<file path="config.mk">
export PLATFORM = sky130hd
export DESIGN_NAME = mem_access_unit
export DESIGN_NICKNAME = d
export VERILOG_FILES = /design/src/rtl/mem_access_unit_pkg.sv /design/src/rtl/mem_access_unit_load_extender.sv /design/src/rtl/mem_access_unit.sv
export SDC_FILE = /design/constraint.sdc
export NUM_CORES = 1
export LEC_CHECK = 0
export ABC_CLOCK_PERIOD_IN_PS = 2800
export CAP_MARGIN = 15
export CORE_MARGIN = 2
export CORE_UTILIZATION = 38
export CTS_BUF_LIST = sky130_fd_sc_hd__clkbuf_8 sky130_fd_sc_hd__clkbuf_16
export CTS_CLUSTER_SIZE = 10
export DETAILED_ROUTE_END_ITERATION = 16
export GPL_ROUTABILITY_DRIVEN = 0
export PLACE_DENSITY = 0.77
export SETUP_SLACK_MARGIN = 0.15
export SLEW_MARGIN = 20
export SYNTH_ARGS = -nofsm -noshare
export SYNTH_HDL_FRONTEND = slang
export SYNTH_SLANG_ARGS = --single-unit
</file>
<file path="constraint.sdc">
create_clock -name clk -period 2.8 [get_ports clk]
set_clock_uncertainty 0.1 [all_clocks]
set_input_delay 0.7 -clock clk [delete_from_list [all_inputs] [get_ports clk]]
set_output_delay 0.7 -clock clk [all_outputs]
set_load 0.01 [all_outputs]
</file>
<file path="src/rtl/mem_access_unit_pkg.sv">
// mem_access_unit_pkg: shared types and constants for the MEM-stage load/store unit.
package mem_access_unit_pkg;

  localparam int DATA_WIDTH = 32;
  localparam int FUNCT3_HI  = 14;
  localparam int FUNCT3_LO  = 12;

  typedef enum logic [2:0] {
    MEM_B  = 3'b000,
    MEM_H  = 3'b001,
    MEM_W  = 3'b010,
    MEM_BU = 3'b100,
    MEM_HU = 3'b101
  } mem_size_e;

  typedef enum logic [1:0] {
    IDLE = 2'd0,
    BUSY = 2'd1,
    DONE = 2'd2
  } mas_state_e;

  // Stores only know B/H/W; loads add the unsigned byte/half variants.
  function automatic logic funct3_legal(input logic [2:0] funct3, input logic is_store);
    logic ok;
    if (is_store) begin
      ok = (funct3 == MEM_B) || (funct3 == MEM_H) || (funct3 == MEM_W);
    end else begin
      ok = (funct3 == MEM_B) || (funct3 == MEM_H) || (funct3 == MEM_W) ||
           (funct3 == MEM_BU) || (funct3 == MEM_HU);
    end
    return ok;
  endfunction

endpackage

</file>
<file path="src/rtl/mem_access_unit_load_extender.sv">
// mem_access_unit_load_extender: picks the addressed lane out of a read word and
// sign/zero-extends it according to the load funct3. Purely combinational.
module mem_access_unit_load_extender
  import mem_access_unit_pkg::*;
(
  input  logic [DATA_WIDTH-1:0] rdata_i,
  input  logic [1:0]            offset_i,
  input  logic [2:0]            funct3_i,
  output logic [DATA_WIDTH-1:0] data_o
);

  logic [7:0]  byte_sel;
  logic [15:0] half_sel;

  // Lane select followed by extension; halfword lane ignores offset bit 0.
  always_comb begin
    case (offset_i)
      2'd0:    byte_sel = rdata_i[7:0];
      2'd1:    byte_sel = rdata_i[15:8];
      2'd2:    byte_sel = rdata_i[23:16];
      default: byte_sel = rdata_i[31:24];
    endcase
    half_sel = offset_i[1] ? rdata_i[31:16] : rdata_i[15:0];
    case (funct3_i)
      MEM_B:   data_o = {{24{byte_sel[7]}}, byte_sel};
      MEM_BU:  data_o = {24'h0, byte_sel};
      MEM_H:   data_o = {{16{half_sel[15]}}, half_sel};
      MEM_HU:  data_o = {16'h0, half_sel};
      default: data_o = rdata_i;
    endcase
  end

endmodule

</file>
<file path="src/rtl/mem_access_unit.sv">
// mem_access_unit: MEM-stage load/store unit. Latches one EX/MEM access, runs a
// req/ack handshake with a variable-latency data memory while stalling the
// pipeline, and returns lane-extracted, extended load data.
// Optional feature: define MEM_MISALIGN_CHECK_EN to reject misaligned half/word
// accesses with a misalign_o pulse instead of silently aligning them.
module mem_access_unit
  import mem_access_unit_pkg::*;
#(
  parameter int ADDR_WIDTH = 32
) (
  input  logic                  clk,
  input  logic                  rst,
  input  logic                  mem_read_i,
  input  logic                  mem_write_i,
  input  logic [DATA_WIDTH-1:0] addr_i,
  input  logic [DATA_WIDTH-1:0] wr_data_i,
  input  logic [DATA_WIDTH-1:0] instruction_i,
  output logic                  dmem_req_o,
  output logic                  dmem_we_o,
  output logic [ADDR_WIDTH-1:0] dmem_addr_o,
  output logic [DATA_WIDTH-1:0] dmem_wdata_o,
  output logic [3:0]            dmem_be_o,
  input  logic [DATA_WIDTH-1:0] dmem_rdata_i,
  input  logic                  dmem_ack_i,
  output logic [DATA_WIDTH-1:0] load_data_o,
  output logic                  stall_o,
`ifdef MEM_MISALIGN_CHECK_EN
  output logic                  misalign_o,
`endif
  output logic                  access_fault_o
);

  logic                  access;
  logic                  is_store;
  logic                  legal;
  logic                  misaligned;
  logic                  start;
  logic [2:0]            funct3;
  logic [3:0]            be_new;
  logic [DATA_WIDTH-1:0] wdata_new;
  logic [DATA_WIDTH-1:0] ext_data;
  logic                  unused_instr_bits;

  mas_state_e            state_q, state_d;
  logic [ADDR_WIDTH-1:0] addr_q, addr_d;
  logic [DATA_WIDTH-1:0] wdata_q, wdata_d;
  logic [3:0]            be_q, be_d;
  logic [2:0]            funct3_q, funct3_d;
  logic [1:0]            offset_q, offset_d;
  logic                  we_q, we_d;
  logic [DATA_WIDTH-1:0] load_data_q, load_data_d;
  logic                  fault_q, fault_d;

  // A simultaneous read and write is treated as a store.
  assign access            = mem_read_i | mem_write_i;
  assign is_store          = mem_write_i;
  assign funct3            = instruction_i[FUNCT3_HI:FUNCT3_LO];
  assign legal             = funct3_legal(funct3, is_store);
  assign unused_instr_bits = ^{instruction_i[DATA_WIDTH-1:FUNCT3_HI+1], instruction_i[FUNCT3_LO-1:0]};
  assign start             = (state_q == IDLE) & access & legal & ~misaligned;
  assign fault_d           = (state_q == IDLE) & access & ~legal;

`ifdef MEM_MISALIGN_CHECK_EN
  logic misalign_q;

  // Size-vs-address alignment test for halfword and word accesses.
  always_comb begin
    misaligned = 1'b0;
    case (funct3)
      MEM_H, MEM_HU: misaligned = addr_i[0];
      MEM_W:         misaligned = |addr_i[1:0];
      default:       misaligned = 1'b0;
    endcase
  end

  // One-cycle misalignment pulse; no request is issued for such an access.
  always_ff @(posedge clk) begin
    if (rst) misalign_q <= 1'b0;
    else     misalign_q <= (state_q == IDLE) & access & legal & misaligned;
  end

  assign misalign_o = misalign_q;
`else
  assign misaligned = 1'b0;
`endif

  // Store lane placement: enables from the low address bits, data replicated on every lane.
  always_comb begin
    be_new    = 4'b1111;
    wdata_new = '0;
    if (is_store) begin
      case (funct3)
        MEM_B: begin
          be_new    = 4'b0001 << addr_i[1:0];
          wdata_new = {4{wr_data_i[7:0]}};
        end
        MEM_H: begin
          be_new    = 4'b0011 << {addr_i[1], 1'b0};
          wdata_new = {2{wr_data_i[15:0]}};
        end
        default: begin
          be_new    = 4'b1111;
          wdata_new = wr_data_i;
        end
      endcase
    end
  end

  mem_access_unit_load_extender u_load_extender (
    .rdata_i  (dmem_rdata_i),
    .offset_i (offset_q),
    .funct3_i (funct3_q),
    .data_o   (ext_data)
  );

  // Next-state, latch enables and stall; stall is combinational so the access cycle itself freezes.
  always_comb begin
    state_d     = state_q;
    addr_d      = addr_q;
    wdata_d     = wdata_q;
    be_d        = be_q;
    funct3_d    = funct3_q;
    offset_d    = offset_q;
    we_d        = we_q;
    load_data_d = load_data_q;
    stall_o     = 1'b0;
    case (state_q)
      IDLE: begin
        if (start) begin
          state_d  = BUSY;
          addr_d   = {addr_i[ADDR_WIDTH-1:2], 2'b00};
          wdata_d  = wdata_new;
          be_d     = be_new;
          funct3_d = funct3;
          offset_d = addr_i[1:0];
          we_d     = is_store;
          stall_o  = 1'b1;
        end
      end
      BUSY: begin
        stall_o = 1'b1;
        if (dmem_ack_i) begin
          if (!we_q) load_data_d = ext_data;
          state_d = DONE;
        end
      end
      DONE: begin
        state_d = IDLE;
      end
      default: begin
        state_d = IDLE;
      end
    endcase
  end

  // FSM state register.
  always_ff @(posedge clk) begin
    if (rst) state_q <= IDLE;
    else     state_q <= state_d;
  end

  // Latched bus fields, load result and fault pulse.
  always_ff @(posedge clk) begin
    if (rst) begin
      addr_q      <= '0;
      wdata_q     <= '0;
      be_q        <= '0;
      funct3_q    <= '0;
      offset_q    <= '0;
      we_q        <= 1'b0;
      load_data_q <= '0;
      fault_q     <= 1'b0;
    end else begin
      addr_q      <= addr_d;
      wdata_q     <= wdata_d;
      be_q        <= be_d;
      funct3_q    <= funct3_d;
      offset_q    <= offset_d;
      we_q        <= we_d;
      load_data_q <= load_data_d;
      fault_q     <= fault_d;
    end
  end

  assign dmem_req_o     = (state_q == BUSY);
  assign dmem_we_o      = we_q;
  assign dmem_addr_o    = addr_q;
  assign dmem_wdata_o   = wdata_q;
  assign dmem_be_o      = be_q;
  assign load_data_o    = load_data_q;
  assign access_fault_o = fault_q;

endmodule

</file>
==> Implementation_results.wiki <==
{| class="wikitable"
! Metric !! Value
|-
| Post-Place Setup Slack || -0.571 ns
|-
| CTS sink cnt || 107
|-
| Maximum single-stage delay on the critical path || 0.50 ns
|-
| Total power divided by cell area || 491 nW/um^2
|-
| Filler-free cell count of the finished design || 955
|-
| Highest attainable clock frequency || 0.383 GHz
|-
| CP Data Required Time || 2.00 ns
|-
| Total length of routed met3 wires || 1250 um
|-
| Number of enable flip-flop cells after synthesis || 0
|-
| Setup bufs post-CTS || 0
|-
| Max H-tree Level || 3
|-
| Area taken by flip-flops and latches || 2140 sq um
|-
| Area growth from synthesis to final layout || 47.2%
|-
| RSZ-0062 raised after global routing || false
|-
| Pin count of the biggest net entering global routing || 49
|-
| Reg2reg start || state_q[1]
|-
| Type of element capturing the critical path || output port
|-
| #FFs+latches synth || 107
|-
| Number of iterations in the first detailed-routing pass || 5
|-
| Clock period minus worst slack || 2.61 ns
|-
| Tot GR Track Use || 23.2%
|-
| Share of synthesized flip-flops with an asynchronous set or reset || 0%
|-
| Avg Synthesized Cell Area || 8.98 sq um
|-
| Clock-pin transition on the worst setup and hold timing paths || 0.07 ns
|-
| Post-DR wirelength/cell || 18.7 um
|-
| GR Overflow Total || 0
|-
| Number of unique standard cell types used by synthesis || 46
|-
| Post-synth top area share || 39.9%
|-
| Least setup slack across all paths after layout || 0.189 ns
|-
| Setup Crit Path Kind || input port to output port
|-
| Register-to-Register Setup Slack || 0.81 ns
|-
| Worst ir drop on vdd || 262 uV
|-
| Clock insertion delay at the later pin of the skew report || 0.35 ns
|-
| Normalized max-slew margin || 36.1%
|-
| Met2 wirelength from detailed routing || 8580 um
|-
| Antenna violations before repair || 1
|-
| TritonCTS clock tree || done
|-
| Number of global-route vias before repair || 5355
|-
| Iter 0 DRT Violations || 372
|-
| Actual slew at the worst max-slew pin || 0.956 ns
|-
| Sequential-to-total area share from yosys stat || 39.9%
|-
| Yosys warning count || 0
|-
| Fraction of layout cells with a size suffix above 1 || 9.43%
|-
| Number of rows in the core area || 43
|-
| Commonest cells after routing, fill and taps aside || sky130_fd_sc_hd__clkdlybuf4s50_1, sky130_fd_sc_hd__dfxtp_1, sky130_fd_sc_hd__o41ai_1
|-
| Cell taking the most area after synthesis || sky130_fd_sc_hd__dfxtp_1
|-
| Max Used Layer || met4
|-
| Endpoint with the worst hold slack || dmem_be_o[0]
|-
| Worst Setup Start Kind || input port
|-
| Port buffer count || 205
|-
| Inserted Clock Buffers || 9
|-
| Placed cells || 939
|-
| Number of buffers and inverters on the critical path || 2
|-
| Initial Util || 38.8%
|-
| Horizontal extent of the die || 123 um
|-
| Final HPWL from detailed placement || 12500 um
|-
| Hold path startpoint || dmem_be_o[0]
|-
| Number of hold-repair buffers added at the cts stage || 0
|-
| Leakage power summed over all cells || 2.69 nW
|-
| Count of max-cap constraint violations || 0
|-
| Type of the worst min-delay path || register to register
|-
| Endpoint of the worst register-to-register path || dmem_wdata_o[26]
|-
| Worst-case clock buffer depth || 2
|-
| First-pass GRT wire length || 27600 um
|-
| Total length of routed wires || 17900 um
|-
| Run status || finished clean
|-
| Clk Tree Root Cell || sky130_fd_sc_hd__clkbuf_16
|-
| Multi-input gate area in the final layout || 2890 sq um
|-
| Instance count of the mapped netlist || 598
|-
| Core region area || 13800 sq um
|-
| Dominant cells by area after synthesis || sky130_fd_sc_hd__dfxtp_1, sky130_fd_sc_hd__mux2i_1, sky130_fd_sc_hd__o41ai_1
|-
| Number of instances on the worst hold path || 2
|-
| DIE AREA || 15100 sq um
|-
| Crit path arrival time || 1.81 ns
|-
| Count of final setup violators || 0
|-
| Cell count of the worst reg-to-reg path || 5
|-
| Sequence of cells on the critical path || clkdlybuf4s15_1, o21a_2, or4_4, nand2_2, buf_6
|-
| Vias per std cell || 5.90
|-
| Final Max Tran Viols || 0
|-
| Net count reported at finish || 903
|-
| Most frequent standard cell in the layout excluding fill and tap cells || sky130_fd_sc_hd__clkdlybuf4s50_1
|-
| Area of the mapped netlist || 5370 sq um
|-
| Crit-path slowest cell || sky130_fd_sc_hd__or4_4
|-
| Commonest register cell after synthesis || sky130_fd_sc_hd__dfxtp_1
|-
| I/O Pins || 237
|-
| Crit share post-route || 93.2%
|-
| Number of filler instances in the final layout || 1190
|-
| Post-detailed-route count of antenna-violating nets || 0
|-
| Highest net fanout along the worst path || 3
|-
| Sum of routed wire segments on met1 || 7660 um
|-
| Crit-path leading delay family || simple AND/OR/NAND/NOR gates
|-
| Die boundary height || 123 um
|-
| Final hold violation count || 0
|-
| Drt drc || 0
|-
| Number of vias after detailed routing || 5633
|-
| Final core occ || 57.2%
|}
kinds of logic after synthesis:
family | synth area share, %
compound gates | 29.1
simple gates | 14.0
buf+inv | 7.36
mux | 9.53
flops | 39.9
other cells | 0.0698
where the power goes:
part	internal [mW]	switching [mW]
combinational	0.506	0.493
clock	0.618	0.570
sequential	1.62	0.0708
total	2.75	1.13
sequential cells by signal (all words and copies together), names as in the netlist:
signal          cells
dmem_be_o           4
state_q             2
dmem_wdata_o       32
access_fault_o      1
dmem_addr_o        30
load_data_o        32
funct3_q            3
dmem_we_o           1
offset_q            2
Yosys cell counts (all sizes together), types with 3 or more instances:
cell	instances
dfxtp	107
o31ai	8
o2111ai	36
inv	20
o32ai	22
mux2i	41
nand2	27
clkbuf	60
nor2	29
a211oi	15
nand3	9
a21oi	39
nand2b	11
or4	4
o41ai	46
o22ai	16
a311oi	8
nor3	3
and2	17
and3b	7
a221oi	3
mux2	9
buf	16
nor2b	20
or2	3
cell type report:
cell class | instances | area share (%)
multi-input cells | 395 | 36.6
repair buffers | 236 | 29.0
flip-flops and latches | 107 | 27.1
clock buffers | 10 | 3.02
well taps | 180 | 2.85
inverters | 21 | 0.997
clock inverters | 5 | 0.396
diodes | 1 | 0.0317
stage by stage:
| stage | power [mW] | TNS (ns) | hold slack (ns) | instance area, sq um |
|---|---|---|---|---|
| final | 3.88 | 0 | 0.353 | 7910 |
| after global routing | 4.06 | 0 | 0.358 | 7910 |
| after CTS | 3.91 | 0 | 0.352 | 7910 |
| after detailed placement | 2.72 | -3.54 | 0.343 | 7640 |
| after global placement | 2.70 | -2.51 | 0.339 | 7640 |
| after floorplan | 2.21 | 0 | 0.365 | 5400 |
repair_timing:
| action | in CTS | in global routing |
|---|---|---|
| gates cloned | 0 | 0 |
| setup endpoints to repair | 1 | 1 |
| pin swaps | 3 | 0 |
| gates resized for setup | 13 | 3 |
routing by layer:
layer,vias to the layer above,GRT usage [%]
met5,-,0
met4,0,9.20
met3,32,4.47
met2,240,37.5
met1,2714,30.4
li1,2647,-
worst register-to-register path: stages (launching register included):
cell                      delay (ns)
sky130_fd_sc_hd__dfxtp_1        0.32
sky130_fd_sc_hd__buf_4          0.15
sky130_fd_sc_hd__or3b_1         0.39
sky130_fd_sc_hd__or4_1          0.41
sky130_fd_sc_hd__buf_4          0.21
sky130_fd_sc_hd__o32ai_1        0.31
how the worst max path moves through the flow:
stage                           start  cells after the start  slack [ns]  endpoint
finish              instruction_i[14]                      5        0.19   stall_o
global route        instruction_i[14]                      5        0.16   stall_o
CTS                       mem_write_i                      5        0.15   stall_o
detailed placement  instruction_i[12]                      5       -0.57   stall_o
global placement    instruction_i[12]                      5       -0.58   stall_o
floorplan           instruction_i[14]                      6        0.16   stall_o
Note: power is estimated with default switching activity, not from simulation.
